$ cat config.mk
export PLATFORM = sky130hd
export DESIGN_NAME = i2s_tx_serializer
export DESIGN_NICKNAME = d
export VERILOG_FILES = /design/src/rtl/i2s_tx_serializer_pkg.sv /design/src/rtl/i2s_tx_serializer_sck_gen.sv /design/src/rtl/i2s_tx_serializer.sv
export SDC_FILE = /design/constraint.sdc
export NUM_CORES = 1
export LEC_CHECK = 0
export CAP_MARGIN = 20
export CORE_MARGIN = 8
export CORE_UTILIZATION = 43
export CTS_CLUSTER_SIZE = 24
export DETAILED_ROUTE_END_ITERATION = 16
export PLACE_DENSITY = 0.66
export SYNTH_ARGS = -nofsm -noshare
export SYNTH_HDL_FRONTEND = slang
export SYNTH_SLANG_ARGS = --single-unit
$ cat constraint.sdc
create_clock -name clk_i -period 6.8 [get_ports clk_i]
set_input_delay 0.68 -clock clk_i [delete_from_list [all_inputs] [get_ports clk_i]]
set_output_delay 0.68 -clock clk_i [all_outputs]
set_load 0.01 [all_outputs]
$ cat src/rtl/i2s_tx_serializer_pkg.sv
// Shared encodings and the sample alignment helper for the I2S transmit serializer.
package i2s_tx_serializer_pkg;

    localparam int SLOT_BITS = 32;

    typedef enum logic [1:0] {
        WLEN_8  = 2'b00,
        WLEN_16 = 2'b01,
        WLEN_24 = 2'b10,
        WLEN_32 = 2'b11
    } wlen_e;

    typedef enum logic {
        FMT_I2S = 1'b0,
        FMT_LJ  = 1'b1
    } fmt_e;

    typedef enum logic {
        ST_IDLE = 1'b0,
        ST_RUN  = 1'b1
    } state_e;

    // Keep the wlen valid LSBs of a word, left-aligned in the slot with zero pad below.
    function automatic logic [SLOT_BITS-1:0] align_sample(input logic [SLOT_BITS-1:0] word,
                                                          input wlen_e wlen);
        logic [SLOT_BITS-1:0] res;
        case (wlen)
            WLEN_8:  res = {word[7:0], 24'h000000};
            WLEN_16: res = {word[15:0], 16'h0000};
            WLEN_24: res = {word[23:0], 8'h00};
            WLEN_32: res = word;
            default: res = {SLOT_BITS{1'b0}};
        endcase
        return res;
    endfunction

endpackage

$ cat src/rtl/i2s_tx_serializer_sck_gen.sv
// SCK divider: half period of div_i+1 clocks, with a falling-edge strobe for the frame engine.
module i2s_tx_serializer_sck_gen #(
    parameter int DIV_WIDTH = 8
) (
    input  logic                 clk_i,
    input  logic                 rst_n_i,
    input  logic                 clr_i,
    input  logic [DIV_WIDTH-1:0] div_i,
    output logic                 sck_o,
    output logic                 fall_tick_o
);

    logic [DIV_WIDTH-1:0] cnt_r;
    logic                 sck_r;
    logic                 first_r;
    logic                 wrap_s;

    // The first wrap after a clear is a virtual falling edge: SCK stays low.
    always_comb begin
        wrap_s      = 1'b0;
        fall_tick_o = 1'b0;
        if (clr_i) begin
            wrap_s      = 1'b0;
            fall_tick_o = 1'b0;
        end else begin
            wrap_s      = (cnt_r == div_i);
            fall_tick_o = wrap_s & (sck_r | first_r);
        end
    end

    // Divider counter and SCK toggle register.
    always_ff @(posedge clk_i or negedge rst_n_i) begin
        if (!rst_n_i) begin
            cnt_r   <= {DIV_WIDTH{1'b0}};
            sck_r   <= 1'b0;
            first_r <= 1'b1;
        end else if (clr_i) begin
            cnt_r   <= {DIV_WIDTH{1'b0}};
            sck_r   <= 1'b0;
            first_r <= 1'b1;
        end else if (wrap_s) begin
            cnt_r   <= {DIV_WIDTH{1'b0}};
            sck_r   <= first_r ? 1'b0 : ~sck_r;
            first_r <= 1'b0;
        end else begin
            cnt_r   <= cnt_r + {{(DIV_WIDTH-1){1'b0}}, 1'b1};
        end
    end

    assign sck_o = sck_r;

endmodule

$ cat src/rtl/i2s_tx_serializer.sv
// Master-mode I2S transmit back end: pops PCM words, generates SCK/WS and shifts data MSB first.
module i2s_tx_serializer
    import i2s_tx_serializer_pkg::*;
#(
    parameter int DATA_WIDTH = 32,
    parameter int DIV_WIDTH  = 8
) (
    input  logic                  clk_i,
    input  logic                  rst_n_i,
    input  logic                  en_i,
    input  logic [DIV_WIDTH-1:0]  div_i,
    input  logic [1:0]            wlen_i,
    input  logic                  fmt_i,
    input  logic                  pol_i,
    input  logic [DATA_WIDTH-1:0] tx_data_i,
    input  logic                  tx_valid_i,
    output logic                  tx_ready_o,
    output logic                  sck_o,
    output logic                  ws_o,
    output logic                  sd_o,
    output logic                  busy_o,
    output logic                  underflow_o,
    output logic                  frame_o
);

    state_e                state_r;
    logic                  cfg_seen_r;
    logic [DIV_WIDTH-1:0]  div_q_r;
    wlen_e                 wlen_q_r;
    fmt_e                  fmt_q_r;
    logic                  pol_q_r;
    logic [5:0]            b_r;
    logic                  started_r;
    logic [SLOT_BITS-1:0]  sreg_r;
    logic                  ws_raw_r;
    logic                  tx_ready_r;
    logic                  underflow_r;
    logic                  frame_r;

    logic                  run_s;
    logic                  fall_tick_s;
    logic [5:0]            b_next_s;
    logic [4:0]            load_bit_s;
    logic                  load_s;
    logic [SLOT_BITS-1:0]  load_word_s;
    logic                  pol_s;

    assign run_s = en_i & (state_r == ST_RUN);

    i2s_tx_serializer_sck_gen #(
        .DIV_WIDTH (DIV_WIDTH)
    ) u_sck_gen (
        .clk_i       (clk_i),
        .rst_n_i     (rst_n_i),
        .clr_i       (~run_s),
        .div_i       (div_q_r),
        .sck_o       (sck_o),
        .fall_tick_o (fall_tick_s)
    );

    // Next bit index, load point and the word to load; WS idles at pol_i until a config is latched.
    always_comb begin
        b_next_s    = 6'd0;
        load_bit_s  = 5'd1;
        load_word_s = {SLOT_BITS{1'b0}};
        pol_s       = 1'b0;
        if (started_r) begin
            b_next_s = b_r + 6'd1;
        end else begin
            b_next_s = 6'd0;
        end
        if (fmt_q_r == FMT_LJ) begin
            load_bit_s = 5'd0;
        end else begin
            load_bit_s = 5'd1;
        end
        if (tx_valid_i) begin
            load_word_s = align_sample(tx_data_i[SLOT_BITS-1:0], wlen_q_r);
        end else begin
            load_word_s = {SLOT_BITS{1'b0}};
        end
        if (cfg_seen_r) begin
            pol_s = pol_q_r;
        end else begin
            pol_s = pol_i;
        end
    end

    assign load_s = fall_tick_s & (b_next_s[4:0] == load_bit_s);

    // Word is captured at the load edge; the pop strobe follows while it is still at the FIFO head.
    always_ff @(posedge clk_i or negedge rst_n_i) begin
        if (!rst_n_i) begin
            state_r     <= ST_IDLE;
            cfg_seen_r  <= 1'b0;
            div_q_r     <= {DIV_WIDTH{1'b0}};
            wlen_q_r    <= WLEN_8;
            fmt_q_r     <= FMT_I2S;
            pol_q_r     <= 1'b0;
            b_r         <= 6'd0;
            started_r   <= 1'b0;
            sreg_r      <= {SLOT_BITS{1'b0}};
            ws_raw_r    <= 1'b0;
            tx_ready_r  <= 1'b0;
            underflow_r <= 1'b0;
            frame_r     <= 1'b0;
        end else begin
            tx_ready_r  <= 1'b0;
            underflow_r <= 1'b0;
            frame_r     <= 1'b0;
            case (state_r)
                ST_IDLE: begin
                    b_r       <= 6'd0;
                    started_r <= 1'b0;
                    sreg_r    <= {SLOT_BITS{1'b0}};
                    ws_raw_r  <= 1'b0;
                    if (en_i) begin
                        div_q_r    <= div_i;
                        wlen_q_r   <= wlen_e'(wlen_i);
                        fmt_q_r    <= fmt_e'(fmt_i);
                        pol_q_r    <= pol_i;
                        cfg_seen_r <= 1'b1;
                        state_r    <= ST_RUN;
                    end
                end
                ST_RUN: begin
                    if (!en_i) begin
                        state_r   <= ST_IDLE;
                        b_r       <= 6'd0;
                        started_r <= 1'b0;
                        sreg_r    <= {SLOT_BITS{1'b0}};
                        ws_raw_r  <= 1'b0;
                    end else if (fall_tick_s) begin
                        b_r       <= b_next_s;
                        started_r <= 1'b1;
                        ws_raw_r  <= b_next_s[5];
                        frame_r   <= (b_next_s == 6'd0);
                        if (load_s) begin
                            sreg_r      <= load_word_s;
                            tx_ready_r  <= tx_valid_i;
                            underflow_r <= ~tx_valid_i;
                        end else begin
                            sreg_r <= {sreg_r[SLOT_BITS-2:0], 1'b0};
                        end
                    end
                end
                default: begin
                    state_r <= ST_IDLE;
                end
            endcase
        end
    end

    assign tx_ready_o  = tx_ready_r;
    assign underflow_o = underflow_r;
    assign frame_o     = frame_r;
    assign sd_o        = sreg_r[SLOT_BITS-1];
    assign ws_o        = ws_raw_r ^ pol_s;
    assign busy_o      = (state_r == ST_RUN);

endmodule

=== After elaboration in Yosys (flattened, before gate mapping) ===
Cells that the tools add are included.
W data, S select, Z words.

* Add/sub/neg operators: 2
* Equality and inequality tests: 7
* Multiplexer cells: 39
* Reductions and logical operators: 3
* Bitwise logic cells: 8

{| class="wikitable"
|+ Operators with widths
! operator !! number
|-
| $mux W32 || 4
|-
| $pmux W32 S4 || 1
|-
| $pmux W32 S2 || 1
|-
| $mux W1 || 25
|-
| $mux W6 || 3
|-
| $mux W8 || 2
|-
| $pmux W6 S2 || 1
|-
| $add A8 B1 Y8 const B || 1
|-
| $eq A8 B8 Y1 || 1
|-
| $add A6 B1 Y6 const B || 1
|-
| $logic_not A6 Y1 || 1
|-
| $eq A5 B1 Y1 || 1
|-
| $eq A2 B2 Y1 const B || 2
|-
| $pmux W1 S2 || 2
|-
| $and A1 B1 Y1 || 3
|-
| $ne A3 B2 Y1 const B || 1
|-
| $not A1 Y1 || 3
|-
| $eq A2 B1 Y1 const B || 1
|-
| $logic_not A2 Y1 || 1
|-
| $ne A2 B1 Y1 const B || 1
|-
| $reduce_and A2 Y1 || 1
|-
| $or A1 B1 Y1 || 1
|-
| $xor A1 B1 Y1 || 1
|}

* Word-level logic and storage cells: 75
* Bits in registers: 67
* Input bits: 48
* Output and inout bits: 7

=== Logic depth before layout (Yosys ltp) ===
* Word-level depth: 8
* Depth in mapped cells: 8

=== Modules after synthesis ===
From an unflattened synthesis, not the netlist that was laid out.

* Cell total of the unflattened synthesis: 343
* Area, all modules: 3579.7 um2

{| class="wikitable"
|+ Modules (own cells, without submodules)
! module !! seq. area each (um2) !! cells each !! times used !! area an instance (um2)
|-
| i2s_tx_serializer || 1401.3 || 290 || 1 || 3031.7
|-
| i2s_tx_serializer_sck_gen || 251.5 || 53 || 1 || 548.0
|}

=== Least setup slack after synthesis ===
OpenSTA, ideal clock, no wires.

* Path kind: register -> register
* From: register b_r[0]
* To: register sreg_r[30]
* Arrival: 2204 ps
* Buffers on the path: 2
* Data required time: 6674 ps
* Stages on the path, launching flop included: 9
* Clock period less this slack: 2330 ps
* Slack: 4470 ps
* Cells stage by stage: dfrtp_1 -> ha_1 -> or4_1 -> o311ai_2 -> nand3_4 -> and4_1 -> buf_6 -> buf_6 -> a221o_1

* Word-level cells in the longest chain between the ends: 8

{| class="wikitable"
|+ RTL lines
! element !! RTL line !! source
|-
| start: declaration || i2s_tx_serializer.sv:32 || <nowiki>logic [5:0] b_r;</nowiki>
|-
| start signal: assignment || i2s_tx_serializer.sv:134 || <nowiki>b_r <= b_next_s;</nowiki>
|-
| $add A6 B1 Y6 || i2s_tx_serializer.sv:68 || <nowiki>b_next_s = b_r + 6'd1;</nowiki>
|-
| $mux W6 || i2s_tx_serializer.sv:67 || <nowiki>if (started_r) begin</nowiki>
|-
| $eq A5 B1 Y1 || i2s_tx_serializer.sv:89 || <nowiki>assign load_s = fall_tick_s & (b_next_s[4:0] == load_bit_s);</nowiki>
|-
| $and A1 B1 Y1 || i2s_tx_serializer.sv:89 ||
|-
| $mux W32 || i2s_tx_serializer.sv:138 || <nowiki>if (load_s) begin</nowiki>
|-
| $mux W32 || i2s_tx_serializer.sv:133 || <nowiki>end else if (fall_tick_s) begin</nowiki>
|-
| $mux W32 || i2s_tx_serializer.sv:127 || <nowiki>if (!en_i) begin</nowiki>
|-
| $pmux W32 S2 || i2s_tx_serializer.sv:111 || <nowiki>case (state_r)</nowiki>
|-
| end signal: assignment || i2s_tx_serializer.sv:115 || <nowiki>sreg_r <= {SLOT_BITS{1'b0}};</nowiki>
|-
| end signal: assignment || i2s_tx_serializer.sv:131 || <nowiki>sreg_r <= {SLOT_BITS{1'b0}};</nowiki>
|-
| end signal: assignment || i2s_tx_serializer.sv:139 || <nowiki>sreg_r <= load_word_s;</nowiki>
|-
| end: declaration || i2s_tx_serializer.sv:34 || <nowiki>logic [SLOT_BITS-1:0] sreg_r;</nowiki>
|}

Every way passes these cells. The select of a mux whose other input is x is not followed.
A chain may end at the register's enable or synchronous reset.

=== Final worst setup path ===
* From: register u_sck_gen.cnt_r[2]
* To: register sreg_r[14]

* Word-level cells in the longest chain between the ends: 8
* Elaborated cells on any way between the ends: 9
* Those cells by class: eq/ne: 2; mux: 5; bitwise: 2

{| class="wikitable"
|+ RTL lines
! element !! RTL line !! source
|-
| start: declaration || i2s_tx_serializer_sck_gen.sv:13 || <nowiki>logic [DIV_WIDTH-1:0] cnt_r;</nowiki>
|-
| start signal: assignment || i2s_tx_serializer_sck_gen.sv:34 || <nowiki>cnt_r <= {DIV_WIDTH{1'b0}};</nowiki>
|-
| start signal: assignment || i2s_tx_serializer_sck_gen.sv:38 || <nowiki>cnt_r <= {DIV_WIDTH{1'b0}};</nowiki>
|-
| start signal: assignment || i2s_tx_serializer_sck_gen.sv:42 || <nowiki>cnt_r <= {DIV_WIDTH{1'b0}};</nowiki>
|-
| $eq A8 B8 Y1 * || i2s_tx_serializer_sck_gen.sv:26 || <nowiki>wrap_s = (cnt_r == div_i);</nowiki>
|-
| $and A1 B1 Y1 * || i2s_tx_serializer_sck_gen.sv:27 || <nowiki>fall_tick_o = wrap_s & (sck_r | first_r);</nowiki>
|-
| $mux W1 * || i2s_tx_serializer_sck_gen.sv:22 || <nowiki>if (clr_i) begin</nowiki>
|-
| $and A1 B1 Y1 || i2s_tx_serializer.sv:89 ||
|-
| $mux W32 || i2s_tx_serializer.sv:138 ||
|-
| $mux W32 || i2s_tx_serializer.sv:133 ||
|-
| $mux W32 || i2s_tx_serializer.sv:127 ||
|-
| $pmux W32 S2 || i2s_tx_serializer.sv:111 ||
|}

Every way passes the cells marked *; elsewhere a longest branch is shown, timed or not. The select of a mux whose other input is x is not followed.

==> summary.txt <==
Setup path
  • CP Class: reg -> reg
  • Reg2Reg Setup Slack: between 3 and 4 ns
  • CP Cell Sequence: xor2_1 > or4_1 > nor3_4 > nand3_2 > o22ai_1
  • Worst reg2reg path endpoint: sreg_r[14]
  • Worst stage delay on the critical path: 0.83 ns
  • CP endpoint kind: flop
  • FF-to-FF path depth: 5
  • Crit path launch type: flop
  • Critical path required time: 7.05 ns
  • CP Max Fanout: 26
  • Source of the critical timing path: u_sck_gen.cnt_r[2]
  • Arrival time worst endpoint: around 3.2 ns
  • Origin of the critical flop-to-flop path: u_sck_gen.cnt_r[2]
  • Cell with the biggest individual delay on the critical path: nor3_4

Timing
  • Period minus WS final: 2.97 ns
  • Slew at the pin closest to its max-slew limit: about 0.90 ns
  • Number of pins exceeding their max-slew limit in the final report: 0
  • Setup repair after global routing missed its margin: no
  • Peak Freq: 337 MHz
  • Period utilization: between 40% and 50%
  • Total setup violations reported at the end of the flow: 0
  • Worst hold-check slack: ~0.47 ns
  • Slew Limit Headroom: 39.7%
  • PnR worst setup slack: approximately 3.8 ns
  • Maximum clock skew at final layout: 0.00957 ns
  • Final Hold Fails: 0
  • Total Negative Setup Slacks: 0 ns

GRT
  • First-pass GRT wire length: roughly 15000 um
  • Aggregate global-route resource usage: 16.4%
  • Pin count of the biggest net entering global routing: 67
  • Number of global-route vias before repair: slightly below 3k
  • Sum of overflow across all layers after global routing: 0
  • Antenna violations before repair: 0

Placed design
  • GP Congestion: 0.854
  • HPWL after detailed placement: 6290 um
  • Number of port buffers: 54
  • Cell area reported after detailed placement: 4180 um2
  • Post-place setup slack: 3.70 ns

Run
  • Max-cap violations: 0

Drt
  • Residual DRC: 0
  • Detailed-route wire length per cell: 18.0 um
  • Total iterations of the first detailed-routing run: 5
  • Drt first-iter violations: 229
  • Number of vias per cell: 5.92
  • Detailed Route WL: 9090 um
  • Residual antenna-violating net count after detailed routing: 0
  • Detailed-route via count: slightly below 3k

Hold path
  • Worst hold path type: reg -> reg
  • Number of cells on the worst hold path: 2
  • Hold wc startpoint: u_sck_gen.first_r
  • Hold-critical path endpoint: u_sck_gen.first_r

Synth
  • Post-synthesis area per instance: 10.3 um2
  • Count of mapped cells out of synthesis: 351
  • Most instantiated flip-flop cell in the synthesis netlist: dfrtp_1
  • Number of enable flip-flop cells after synthesis: 0
  • Total of warnings raised by yosys: 0
  • Count of different cell masters after synthesis: 46
  • Net Count, Synth: 401
  • Portion of the post-synthesis area used by sequential elements: a little under half
  • Proportion of synthesized flip-flops having asynchronous set or reset: between 90% and 100%
  • Synth Register Bits: 66
  • Netlist area before placement: 3610 um2

Die
  • Core area: about 8000 um2
  • Height of the die: between 100 and 150 um
  • Die Span X: 108 um
  • Rows: 33
  • Starting density of the core: ~44%
  • I/O Pins: 55
  • Area enclosed by the die boundary: 11600 um2

Final layout
  • Final instance area: 4380 um2
  • Ratio of cells with drive above 1 in the final layout: 12.0%
  • Area added between synthesis and finish: 21.3%
  • Fin nets: 444
  • Inserted Diodes: 0
  • Fill cell total of the finished layout: approximately 770

Clock network
  • TritonCTS clock tree: yes
  • H-tree levels: 3
  • Num Clock Sinks: 66
  • Cts-stage hold buffer count: 0
  • Post-CTS setup-driven buffer insertion count: 0
  • Clock input transition at the sequential cells of the worst setup and hold paths: 0.07 ns
  • Clock latency reported for the late side of the worst-skew pair: ~0.34 ns
  • Number of buffers between clock root and the deepest sink: 2
  • Number of cells upsized or downsized after cts: 0
  • Clk Tree Root Cell: clkbuf_8
  • Cts bufs inserted: 9

Power and ir drop
  • Worst-case vdd ir drop: 119 uV
  • Power per standard cell area: about 200 nW/um2
  • Leakage power total: between 0.0015 and 0.002 uW

Outcome
  • Status: finished clean
## sequential cells by signal, summed over array words and instances (netlist names), 2 cells and up
register         flops
u_sck_gen.cnt_r      8
wlen_q_r             2
sreg_r              32
b_r                  6
div_q_r              8
## power breakdown
group / switching (uW) / internal, uW / total, uW
logic: 77.7 / 65.3 / 143
clock network: 151 / 180 / 330
registers: 11.5 / 404 / 416
total: 240 / 649 / 889
## placed cells by master (no fill, tap or decap), drive strengths merged, types with 2 or more instances in the layout
| cell | n |
|---|---|
| dfrtp | 65 |
| clkdlybuf4s50 | 53 |
| nand3 | 23 |
| mux2 | 20 |
| nand2 | 16 |
| nor2 | 15 |
| xor2 | 14 |
| and3 | 14 |
| a21oi | 13 |
| nor2b | 12 |
| a31oi | 12 |
| clkbuf | 12 |
| nor3 | 11 |
| mux2i | 9 |
| a211oi | 8 |
| a221o | 8 |
| a211o | 8 |
| o31a | 8 |
| o22ai | 8 |
| nand4 | 8 |
| a2111oi | 8 |
| a22oi | 7 |
| buf | 6 |
| inv | 5 |
| xnor2 | 4 |
| or4 | 4 |
| o21ai | 4 |
| nor4 | 3 |
| o311ai | 3 |
| and2 | 2 |
| nand2b | 2 |
| or2 | 2 |
| nand4b | 2 |
| ha | 2 |
| clkinv | 2 |
## cell usage after synthesis (3+ instances only)
master	count	share of area, %
dfrtp_1	65	45
nand3_1	21	2.9
mux2_2	20	6.2
nand2_1	16	1.7
clkbuf_1	15	1.6
nor2_1	15	1.6
and3_1	14	2.4
xor2_1	14	3.4
a21oi_1	13	1.8
a31oi_1	12	2.1
nor2b_1	12	2.1
nor3_1	10	1.4
mux2i_1	9	2.5
a211o_1	8	1.9
a211oi_1	8	1.7
a221o_1	8	2.2
nand4_1	8	1.4
o22ai_1	8	1.4
o31a_1	8	1.9
a2111oi_0	7	1.7
a22oi_1	7	1.5
inv_1	5	0.52
buf_1	4	0.42
o21ai_0	4	0.55
or4_1	4	0.83
xnor2_1	4	0.97
buf_2	3	0.42
buf_6	3	0.94
nor4_1	3	0.52
## critical path: cells and delay by family (launching register included)
kind	cells	cell delay, ns
AND/OR/NAND/NOR	3	1.97
flip-flops	1	0.44
XOR/XNOR	1	0.18
AO/OA/AOI/OAI	1	0.27
## cells by family after synthesis
family | Yosys count | share of synthesized area (%)
AO/OA/AOI/OAI | 89 | 18.5
adder cells (fa/ha/maj) | 2 | 0.693
AND/OR/NAND/NOR | 115 | 17.7
buffers and inverters | 32 | 4.19
XOR/XNOR | 18 | 4.36
multiplexers | 29 | 8.73
flip-flops | 66 | 45.8
## final cells by class
cell class                      count  area, um2  area share, %
Multi-Input combinational cell    253       1810           41.3
Sequential cell                    66       1650           37.7
Timing Repair Buffer               59        573           13.1
Clock buffer                       12        145           3.31
Tap cell                          105        131           3.00
Clock inverter                      4       51.3           1.17
Inverter                            5       18.8          0.428
## stage by stage
step | instances | util (%) | total power (uW)
CTS | 503 | 53.5 | 898
global route | 504 | 53.6 | 926
finish | 504 | 53.6 | 889
global placement | 487 | 51.1 | 565
detailed placement | 487 | 51.1 | 565
floorplan | 351 | - | 504
## per-layer routing
layer | up-vias | global-route usage [%] | wire length, um
met1 | 1461 | 22.0 | 4090
li1 | 1425 | - | -
met3 | 11 | 3.41 | 486
met5 | - | 0 | 0
met4 | 0 | 5.35 | 124
met2 | 88 | 25.7 | 4400
## worst max-delay path by stage
stage	end	slack (ns)	cells past startpoint
floorplan	sreg_r[30]	4.47	8
global placement	sreg_r[30]	3.81	7
detailed placement	sreg_r[30]	3.70	7
CTS	sreg_r[14]	3.88	5
global route	sreg_r[14]	3.64	5
finish	sreg_r[14]	3.83	5
Power figures use the tool's default switching activity.
